===== src/rtl/mem_access_unit.sv =====
// mem_access_unit: single-outstanding load/store engine between the core and
// a simple req/ack memory bus.
//
// Ports
//   clk, rst_n          clock, asynchronous active-low reset
//   start               request strobe, only looked at while idle
//   is_store, op, addr  access kind, width code (op[1:0]) and byte address
//   wdata               right-justified store data
//   busy                engine is not idle
//   done                one-cycle completion pulse
//   misaligned          with done: rejected (alignment or illegal width)
//   bus_err             with done: no ack within TIMEOUT access cycles
//   rdata_aligned       last load word shifted so the addressed byte is [7:0]
//   mem_req/we/addr/be/wdata, mem_rdata, mem_ack   memory bus

// One byte lane: its byte enable and its slice of the replicated store data.
module mau_lane #(
  parameter int LANE = 0
) (
  input  logic [1:0] size,
  input  logic [1:0] off,
  input  logic [7:0] b_own,   // wdata byte that sits in this lane for a word
  input  logic [7:0] b_lo,    // wdata[7:0]
  input  logic [7:0] b_hi,    // wdata[15:8]
  output logic       be,
  output logic [7:0] data
);
  localparam logic [1:0] L = 2'(LANE);

  always_comb begin
    be   = 1'b0;
    data = b_lo;
    case (size)
      2'b00: be = (off == L);
      2'b01: begin
        // legal halves have off[0]=0, so the upper address bit picks the pair
        be   = (off[1] == L[1]);
        data = L[0] ? b_hi : b_lo;
      end
      default: begin
        be   = 1'b1;
        data = b_own;
      end
    endcase
  end
endmodule

module mem_access_unit #(
  parameter int unsigned TIMEOUT = 16
) (
  input  logic        clk,
  input  logic        rst_n,
  input  logic        start,
  input  logic        is_store,
  input  logic [2:0]  op,
  input  logic [31:0] addr,
  input  logic [31:0] wdata,
  output logic        busy,
  output logic        done,
  output logic        misaligned,
  output logic        bus_err,
  output logic [31:0] rdata_aligned,
  output logic        mem_req,
  output logic        mem_we,
  output logic [31:0] mem_addr,
  output logic [3:0]  mem_be,
  output logic [31:0] mem_wdata,
  input  logic [31:0] mem_rdata,
  input  logic        mem_ack
);
  localparam int NUM_LANES = 4;
  localparam int VEC_W     = 8;
  localparam logic [7:0] TLAST = 8'(TIMEOUT - 1);

  typedef enum logic [1:0] {IDLE, ACCESS, DONE, ERR} state_t;

  state_t state, state_d;
  logic [7:0] cnt;
  logic       st_r;
  logic [1:0] off_r;
  logic       berr_r;
  logic       legal;

  logic [NUM_LANES-1:0]            lane_be;
  logic [NUM_LANES-1:0][VEC_W-1:0] lane_data;

  // op[2] is the sign/zero-extend select, handled downstream
  logic unused_op2;
  assign unused_op2 = op[2];

  always_comb begin
    case (op[1:0])
      2'b00:   legal = 1'b1;
      2'b01:   legal = ~addr[0];
      2'b10:   legal = (addr[1:0] == 2'b00);
      default: legal = 1'b0;
    endcase
  end

  for (genvar i = 0; i < NUM_LANES; i++) begin : g_lane
    mau_lane #(.LANE(i)) u_lane (
      .size  (op[1:0]),
      .off   (addr[1:0]),
      .b_own (wdata[VEC_W*i +: VEC_W]),
      .b_lo  (wdata[7:0]),
      .b_hi  (wdata[15:8]),
      .be    (lane_be[i]),
      .data  (lane_data[i])
    );
  end

  always_comb begin
    state_d = state;
    case (state)
      IDLE:    if (start) state_d = legal ? ACCESS : ERR;
      ACCESS:  if (mem_ack || cnt == TLAST) state_d = DONE;
      default: state_d = IDLE;
    endcase
  end

  always_ff @(posedge clk or negedge rst_n) begin
    if (!rst_n) begin
      state         <= IDLE;
      cnt           <= '0;
      st_r          <= 1'b0;
      off_r         <= '0;
      berr_r        <= 1'b0;
      mem_addr      <= '0;
      mem_be        <= '0;
      mem_wdata     <= '0;
      rdata_aligned <= '0;
    end else begin
      state <= state_d;
      if (state == IDLE && start) begin
        st_r      <= is_store;
        off_r     <= addr[1:0];
        mem_addr  <= {addr[31:2], 2'b00};
        mem_be    <= lane_be;
        mem_wdata <= lane_data;
        cnt       <= '0;
        berr_r    <= 1'b0;
      end
      if (state == ACCESS) begin
        cnt <= cnt + 8'd1;
        // ack wins over a timeout landing in the same cycle
        if (mem_ack) begin
          if (!st_r) rdata_aligned <= mem_rdata >> {off_r, 3'b000};
        end else if (cnt == TLAST) begin
          berr_r <= 1'b1;
        end
      end
    end
  end

  assign busy       = (state != IDLE);
  assign done       = (state == DONE) || (state == ERR);
  assign misaligned = (state == ERR);
  assign bus_err    = (state == DONE) && berr_r;
  assign mem_req    = (state == ACCESS);
  assign mem_we     = (state == ACCESS) && st_r;
endmodule


===== config.mk =====
export PLATFORM = sky130hd
export DESIGN_NAME = mem_access_unit
export DESIGN_NICKNAME = d
export VERILOG_FILES = /design/src/rtl/mem_access_unit.sv
export SDC_FILE = /design/constraint.sdc
export NUM_CORES = 1
export LEC_CHECK = 0
export BUFFER_PORTS_ARGS = -buffer_cell sky130_fd_sc_hd__buf_2
export CAP_MARGIN = 0
export CORE_AREA = 2 2 127 129
export DETAILED_ROUTE_END_ITERATION = 6
export DIE_AREA = 0 0 129 131
export GPL_TIMING_DRIVEN = 0
export PLACE_DENSITY = 0.71
export SLEW_MARGIN = 10
export SYNTH_ARGS = -nofsm -noshare
export SYNTH_HDL_FRONTEND = slang
export SYNTH_SLANG_ARGS = --single-unit

===== constraint.sdc =====
create_clock -name clk -period 4.4 [get_ports clk]
set_clock_uncertainty 0.1 [all_clocks]
set_input_delay 0.44 -clock clk [delete_from_list [all_inputs] [get_ports clk]]
set_output_delay 0.44 -clock clk [all_outputs]
set_load 0.02 [all_outputs]

==> qor.txt, run 1 <==
Fmax achieved -> 0.495 GHz
GPL Wtd Cong -> 0.790
Power density over the cells -> 745 nW/um^2
Total track usage -> 0.163
H-Tree Depth -> 3
Synth Area per Inst -> 12.2 sq um
TritonCTS Buffers -> 9
Multiplexer share of the synthesized area -> 0.257
Synthesized flop and latch total -> 112
Register area share after synthesis -> 0.528
DRT antenna net count -> 0
Largest family of logic cells by synthesized area -> multiplexers
Maxcap violations -> 0
Post-synth top cells -> 112 x dfrtp_1, 70 x nand2_1, 58 x mux2i_1
PostCTS Resize Cnt -> 0
CP Launch Type -> flip-flop
IO Port Bufs -> 206
CP Capture Type -> output port
Via-per-instance ratio -> 4.74
Clock sink total -> 112
Yosys top cell by area -> dfrtp_1
Clock transition at path regs -> 70 ps
Final std cells w/o fill -> 877
CTS tree -> built
Initial core utilization -> 0.340
Required @ worst endpoint -> 3860 ps
Min Tclk post-route -> 2020 ps
Critical path class -> reg -> out
Skew-Pair Late Insertion Delay -> 340 ps
Hold Path Class -> in -> reg
Status -> finished, final reports clean
Final Cycle Share -> 0.459
Root Buffer -> clkbuf_16
Hold_buf cts -> 1
Data arrival, critical path -> 1480 ps
Worst slew pin tran -> 769 ps
WL/cell -> 16.2 um
M3 GR Usage -> 0.0444
Static leakage -> 0.00362 uW
Global-route wire length before repair -> 21300 um
Antenna diodes -> 0
DP Cell Count -> 860
Detailed Route WL -> 14200 um
Die W -> 129 um
Area of the die -> 16900 sq um
Setup TNS -> 0 ps
Postcts setup bufs -> 0
Post-synth top area share -> 0.528
Synth Area in Compound Gates -> 0.0905
Post-DP HPWL -> 10600 um
Vias -> 4154
Max Slew Vio Count -> 0
Nets@finish -> 761
Row Count -> 46
Post-synthesis simple-gate area fraction -> 0.0769
Slew Limit Headroom -> 0.487
Final Hold Vio Count -> 0
Post-synthesis cell type count -> 41
Post-synthesis xor/xnor area fraction -> 0
Initial drt markers -> 182
Layout cell share with drive strength beyond 1 -> 0.451
Mapped Area -> 5310 sq um
Deepest clock path buffer count -> 2
Largest net degree at the start of global routing -> 65
Initial antenna violation count -> 0
Post-synth ARST share -> 1.00
Setup ws final -> 2380 ps
TritonRoute pass-1 iters -> 4
Die span in y -> 131 um
RSZ-0062 raised after global routing -> no
Met1 Track Usage GR -> 0.218
Setup Slack @ Placement -> 2510 ps
Vias in the first global route -> 4035
Yosys warnings -> 0
# fillers -> 1513
Top-Level Pins -> 210
Worst vdd ir -> 0.332 mV
Area growth, synth to finish -> 31.5%
Busiest layer in global routing -> met2
Top cells by area, synth -> dfrtp_1 53%, mux2_4 11%, mux2i_1 11%
# setup viols final -> 0
EDFF count, synth -> 0
CP max FO -> 9
Mapped Cells -> 436
DRC viols -> 0
Overflow after GRT -> 0
Top FF cell, synth -> dfrtp_1
Total power -> 5200 uW
GRT met2 Usage -> 0.259
Core region area -> 15600 sq um
Adder-cell share of the synthesized area -> 0.00236
Count leader, synth -> dfrtp_1
-- flip-flops by register name, indices dropped and copies added (netlist names) --
signal,cells
berr_r,1
off_r,2
rdata_aligned,32
cnt,8
mem_addr,30
mem_be,4
mem_wdata,32
st_r,1
state,2
-- final cells by class --
cell class	count	area [sq um]	share of cell area
Tap cell	216	270	0.0387
Clock buffer	12	246	0.0353
Sequential cell	112	2800	0.402
Buffer	31	223	0.0319
Inverter	4	15.0	0.00215
Multi-Input combinational cell	290	2270	0.325
Clock inverter	4	77.6	0.0111
Timing Repair Buffer	208	1070	0.154
-- metal layers --
| metal | share of wire | vias up |
|---|---|---|
| met4 | 0.0078 | 0 |
| met1 | 0.45 | 2019 |
| met3 | 0.070 | 9 |
| met2 | 0.48 | 143 |
| li1 | - | 1983 |
| met5 | 0 | - |
-- report_power, final --
group          switching, uW  total, uW  internal, uW
registers                256       1750          1500
clock network            370        888           518
logic                   1450       2560          1110
total                   2080       5200          3120
-- cells in the final DEF (no fill, tap or decap), types with 2 or more instances in the layout --
cell type / count
buf_2: 211
dfrtp_1: 112
nand2_1: 70
mux2i_1: 58
mux2_4: 40
o21ai_0: 40
mux2_2: 16
clkbuf_1: 14
o31ai_1: 9
clkbuf_16: 9
o21ai_1: 8
a2bb2oi_1: 8
a21oi_1: 5
inv_1: 4
buf_6: 4
buf_12: 4
or2_2: 3
nand2b_1: 3
buf_1: 3
buf_4: 3
and2_1: 2
and3_1: 2
nor2_1: 2
nor4_1: 2
nor2_2: 2
a211oi_1: 2
nand3_1: 2
conb_1: 2
clkinv_4: 2
bufinv_16: 2
-- critical path: stages, from the launching register on --
cell	delay, ps
dfrtp_1	460
nand2b_1	190
inv_1	180
and2_1	150
buf_2	160
-- cells by family after synthesis --
family,Yosys count
simple gates,93
other cells,1
buf+inv,35
compound gates,80
flops,112
mux,114
fa+ha+maj,1
-- final timing paths --
check	endpoint	cells after the start	slack, ps	startpoint
max in group asynchronous	cnt[2]$_DFFE_PN0P_	3	3030	rst_n
min in group asynchronous	rdata_aligned[14]$_DFFE_PN0P_	2	490	rst_n
setup reg to reg	rdata_aligned[7]$_DFFE_PN0P_	4	2530	state[1]$_DFFE_PN0P_
hold / removal	mem_addr[21]$_DFFE_PN0P_	2	220	addr[21]
hold reg to reg	rdata_aligned[22]$_DFFE_PN0P_	2	380	rdata_aligned[22]$_DFFE_PN0P_
setup / recovery	mem_we	4	2380	state[1]$_DFFE_PN0P_
-- stage by stage --
stage / util / cell area, sq um / hold slack, ps
CTS: 0.447 / 6980 / 203
global placement: 0.424 / 6610 / 358
global route: 0.447 / 6980 / 210
detailed placement: 0.426 / 6650 / 314
floorplan: - / 5310 / 44.4
finish: 0.447 / 6980 / 217
No activity file was read; power rests on OpenSTA's default activity.
==> run 2: changes to the inputs <==
==> constraint.sdc (replaced) <==
create_clock -name clk -period 2 [get_ports clk]
set_clock_uncertainty 0.1 [all_clocks]
set_input_delay 0.2 -clock clk [delete_from_list [all_inputs] [get_ports clk]]
set_output_delay 0.2 -clock clk [all_outputs]
set_load 0.02 [all_outputs]
==> qor.txt, run 2 (synthesis gave the netlist of run 1 again) <==
CP Capture Type -> flip-flop
IO Port Bufs -> 206
DRT antenna net count -> 0
CTS tree -> built
Root Buffer -> clkbuf_16
Antenna diodes -> 0
Die span in y -> 131 um
Min Tclk post-route -> 1860 ps
Via-per-instance ratio -> 4.74
DRC viols -> 0
Skew-Pair Late Insertion Delay -> 340 ps
# fillers -> 1475
Overflow after GRT -> 0
Core region area -> 15600 sq um
Biggest regs -> mem_wdata: 32 flops, rdata_aligned: 32 flops, mem_addr: 30 flops
Vias in the first global route -> 4252
Reg area -> 2800 sq um
Detailed Route WL -> 14900 um
RSZ-0062 raised after global routing -> no
Initial drt markers -> 207
DP Cell Count -> 860
Nets@finish -> 793
DP Area -> 6650 sq um
Maxcap violations -> 0
Clock sink total -> 112
Hold Path Class -> in -> reg
Critical path class -> reg -> reg
Deepest clock path buffer count -> 2
CP Launch Type -> flip-flop
Row Count -> 46
Required @ worst endpoint -> 2140 ps
Static leakage -> 0.00376 uW
Total power -> 11500 uW
Power density over the cells -> 1580 nW/um^2
Die W -> 129 um
H-Tree Depth -> 3
CP max FO -> 10
Initial antenna violation count -> 0
Worst slew pin tran -> 756 ps
Area growth, synth to finish -> 37.6%
Layout cell share with drive strength beyond 1 -> 0.431
Initial core utilization -> 0.340
GPL Wtd Cong -> 0.790
Setup TNS -> 0 ps
Final Hold Vio Count -> 0
Multi-input logic area -> 2270 sq um
Largest net degree at the start of global routing -> 65
TritonRoute pass-1 iters -> 4
Final Cycle Share -> 0.931
Finished layout cell area -> 7300 sq um
Worst vdd ir -> 0.732 mV
Area of the die -> 16900 sq um
Global-route wire length before repair -> 22200 um
Clock transition at path regs -> 80 ps
Most frequent cells in the layout -> 211 x buf_2, 112 x dfrtp_1, 70 x nand2_1
Fmax achieved -> 0.537 GHz
WL/cell -> 16.4 um
Leading cell type in the layout, fill and taps excluded -> buf_2
Max Slew Vio Count -> 0
Status -> finished, final reports clean
Data arrival, critical path -> 2000 ps
TritonCTS Buffers -> 9
Total track usage -> 0.170
Final std cells w/o fill -> 909
Slew Limit Headroom -> 0.496
Vias -> 4306
Top-Level Pins -> 210
Post-DP HPWL -> 10600 um
Fin Hold WS -> 23.2 ps
# setup viols final -> 0
-- run 2: changes by cell type in the layout (fill, tap and decap cells not counted) --
cell	before	now
clkbuf_1	14	13
clkbuf_2	0	1
dlygate4sd3_1	1	33
-- run 2: through the flow --
stage               worst slack, ps  utilization
floorplan                       345            -
global placement               -783        0.424
detailed placement              157        0.426
CTS                             147        0.468
global route                   8.08        0.468
finish                          139        0.468
-- run 2: per-layer routing --
| metal | GRT usage | vias to the layer above | share of wire |
|---|---|---|---|
| met4 | 0.0531 | 0 | 0.0049 |
| met2 | 0.276 | 143 | 0.49 |
| met3 | 0.0436 | 6 | 0.056 |
| met1 | 0.224 | 2116 | 0.45 |
| li1 | - | 2041 | - |
| met5 | 0 | - | 0 |
-- run 2: final timing paths --
| kind | slack [ps] | to | start | depth (start not counted) |
|---|---|---|---|---|
| min in group asynchronous | 260 | rdata_aligned[14]$_DFFE_PN0P_ | rst_n | 2 |
| min reg2reg | 380 | rdata_aligned[14]$_DFFE_PN0P_ | rdata_aligned[14]$_DFFE_PN0P_ | 2 |
| min | 20 | rdata_aligned[27]$_DFFE_PN0P_ | mem_rdata[27] | 3 |
| max | 140 | rdata_aligned[7]$_DFFE_PN0P_ | state[1]$_DFFE_PN0P_ | 4 |
| max in group asynchronous | 870 | cnt[2]$_DFFE_PN0P_ | rst_n | 3 |
| max reg2reg | 140 | rdata_aligned[7]$_DFFE_PN0P_ | state[1]$_DFFE_PN0P_ | 4 |
-- run 2: what timing repair did --
action                                  CTS  global route
hold buffers                             33             0
buffers inserted                          0             0
endpoints found under the setup margin    0             1
resized for setup                         0             2
endpoints found under the hold margin    80             0
-- run 2: report_power, final --
part / leakage [uW] / internal, uW / total, uW / switching (uW)
sequential: 0.00138 / 3290 / 3870 / 577
clock: 0.000157 / 1140 / 1960 / 817
combinational: 0.00222 / 2470 / 5700 / 3230
total: 0.00376 / 6900 / 11500 / 4620
-- run 2: worst max-delay path, stage by stage (launching register included) --
cell and delay [ps]:
dfrtp_1 470, nand4bb_1 230, buf_2 300, buf_2 300, mux2_2 360
-- run 2: cell type report --
type	count	area share
Buffer	31	0.0307
Clock buffer	12	0.0338
Clock inverter	4	0.0106
Inverter	4	0.00206
Multi-Input combinational cell	290	0.311
Sequential cell	112	0.384
Tap cell	216	0.0370
Timing Repair Buffer	240	0.191
==> run 3: changes to the inputs <==
--- a/config.mk
+++ b/config.mk
@@ -7,11 +7,11 @@
 export LEC_CHECK = 0
 export BUFFER_PORTS_ARGS = -buffer_cell sky130_fd_sc_hd__buf_2
 export CAP_MARGIN = 0
-export CORE_AREA = 2 2 127 129
+export CORE_AREA = 2 2 119 121
 export DETAILED_ROUTE_END_ITERATION = 6
-export DIE_AREA = 0 0 129 131
+export DIE_AREA = 0 0 121 123
 export GPL_TIMING_DRIVEN = 0
-export PLACE_DENSITY = 0.71
+export PLACE_DENSITY = 0.78
 export SLEW_MARGIN = 10
 export SYNTH_ARGS = -nofsm -noshare
 export SYNTH_HDL_FRONTEND = slang
==> qor.txt, run 3 (synthesis gave the netlist of run 1 again) <==
Fin util -> 0.533
Leading cell type in the layout, fill and taps excluded -> buf_2
# setup viols final -> 0
CP Capture Type -> flip-flop
Max Slew Vio Count -> 0
Final Hold Vio Count -> 0
Biggest regs -> mem_wdata: 32 flops, rdata_aligned: 32 flops, mem_addr: 30 flops
Most frequent cells in the layout -> 211 x buf_2, 112 x dfrtp_1, 70 x nand2_1
Data arrival, critical path -> 1990 ps
Setup TNS -> 0 ps
Worst slew pin tran -> 671 ps
TritonCTS Buffers -> 9
Overflow after GRT -> 0
Die W -> 121 um
PostCTS Resize Cnt -> 0
Required @ worst endpoint -> 2140 ps
Fmax achieved -> 0.541 GHz
Initial antenna violation count -> 0
Hold wc startpoint -> mem_rdata[29]
Worst vdd ir -> 0.676 mV
Die span in y -> 123 um
Via-per-instance ratio -> 4.93
Vias in the first global route -> 4275
Critical Path, Cell by Cell -> nand4bb_1 -> buf_2 -> buf_2 -> mux2_2
Core region area -> 13600 sq um
Root Buffer -> clkbuf_16
Top-Level Pins -> 210
Initial drt markers -> 206
RSZ-0062 raised after global routing -> no
Crit path from -> state[1]$_DFFE_PN0P_
Static leakage -> 0.00376 uW
DRT antenna net count -> 0
Max incr delay on CP -> 470 ps
Vias -> 4303
DP Area -> 6600 sq um
Postcts setup bufs -> 0
Post-DP HPWL -> 9980 um
Finished layout cell area -> 7260 sq um
Skew-Pair Late Insertion Delay -> 340 ps
Hold_buf cts -> 32
CP max FO -> 10
Clock sink total -> 112
H-Tree Depth -> 3
Power density over the cells -> 1590 nW/um^2
IO Port Bufs -> 206
Initial core utilization -> 0.390
Critical path class -> reg -> reg
Slowest cell on crit path -> dfrtp_1
Final Cycle Share -> 0.923
Row Count -> 43
Most frequent CP cell -> buf_2
Deepest clock path buffer count -> 2
Hold Path Class -> in -> reg
Nets@finish -> 792
CTS tree -> built
Area of the die -> 14900 sq um
Area growth, synth to finish -> 36.8%
Min Tclk post-route -> 1850 ps
Antenna diodes -> 0
Total track usage -> 0.189
Largest net degree at the start of global routing -> 65
WL/cell -> 16.2 um
Global-route wire length before repair -> 21900 um
Maxcap violations -> 0
Fin Hold WS -> 13.1 ps
Status -> finished, final reports clean
Slew Limit Headroom -> 0.553
DRC viols -> 0
Detailed Route WL -> 14200 um
Clock transition at path regs -> 80 ps
CP Launch Type -> flip-flop
GPL Wtd Cong -> 0.818
Layout cell share with drive strength beyond 1 -> 0.434
TritonRoute pass-1 iters -> 4
RR Startpoint -> state[1]$_DFFE_PN0P_
-- run 3: report_power, final --
part	internal, uW	switching (uW)	leakage (uW)	total [uW]
Sequential	3290	570	0.00138	3860
Clock	1180	815	0.000166	1990
Combinational	2470	3210	0.00222	5680
Total	6940	4590	0.00376	11500
-- run 3: routing by layer --
layer,GRT usage,wire [um]
met5,0,0
met4,0.0509,131
met3,0.0411,867
met2,0.321,6960
met1,0.244,6210
-- run 3: final cells by class --
cell class	count	area [sq um]
repair buffers	239	1390
fillers	1155	6350
inverters	4	15.0
clock inverters	5	86.3
well taps	180	225
clock buffers	11	253
multi-input cells	290	2270
plain buffers	31	223
flip-flops and latches	112	2800
-- run 3: path summary, 6_finish.rpt --
check                                                end  depth (start not counted)  slack, ps
max                         rdata_aligned[7]$_DFFE_PN0P_                          4        150
min                        rdata_aligned[29]$_DFFE_PN0P_                          3         10
max reg2reg                 rdata_aligned[7]$_DFFE_PN0P_                          4        150
min reg2reg                    mem_wdata[15]$_DFFE_PN0P_                          2        380
max in group asynchronous       mem_addr[11]$_DFFE_PN0P_                          3        870
min in group asynchronous       mem_addr[30]$_DFFE_PN0P_                          2        250
-- run 3: critical path: cells and delay by family, from the launching register on --
kind | cells | cell delay [ps]
buffers and inverters | 2 | 590
DFF | 1 | 470
muxes | 1 | 360
and+or+nand+nor | 1 | 210
-- run 3: stage by stage --
| stage | power, uW | setup WS [ps] | cells |
|---|---|---|---|
| 2_1_floorplan | 7690 | 345 | 437 |
| 3_3_place_gp | 9430 | -725 | 823 |
| 3_5_place_dp | 9540 | 171 | 824 |
| 4_1_cts | 11600 | 163 | 872 |
| 5_1_grt | 12200 | 66.6 | 872 |
| 6_report | 11500 | 153 | 872 |
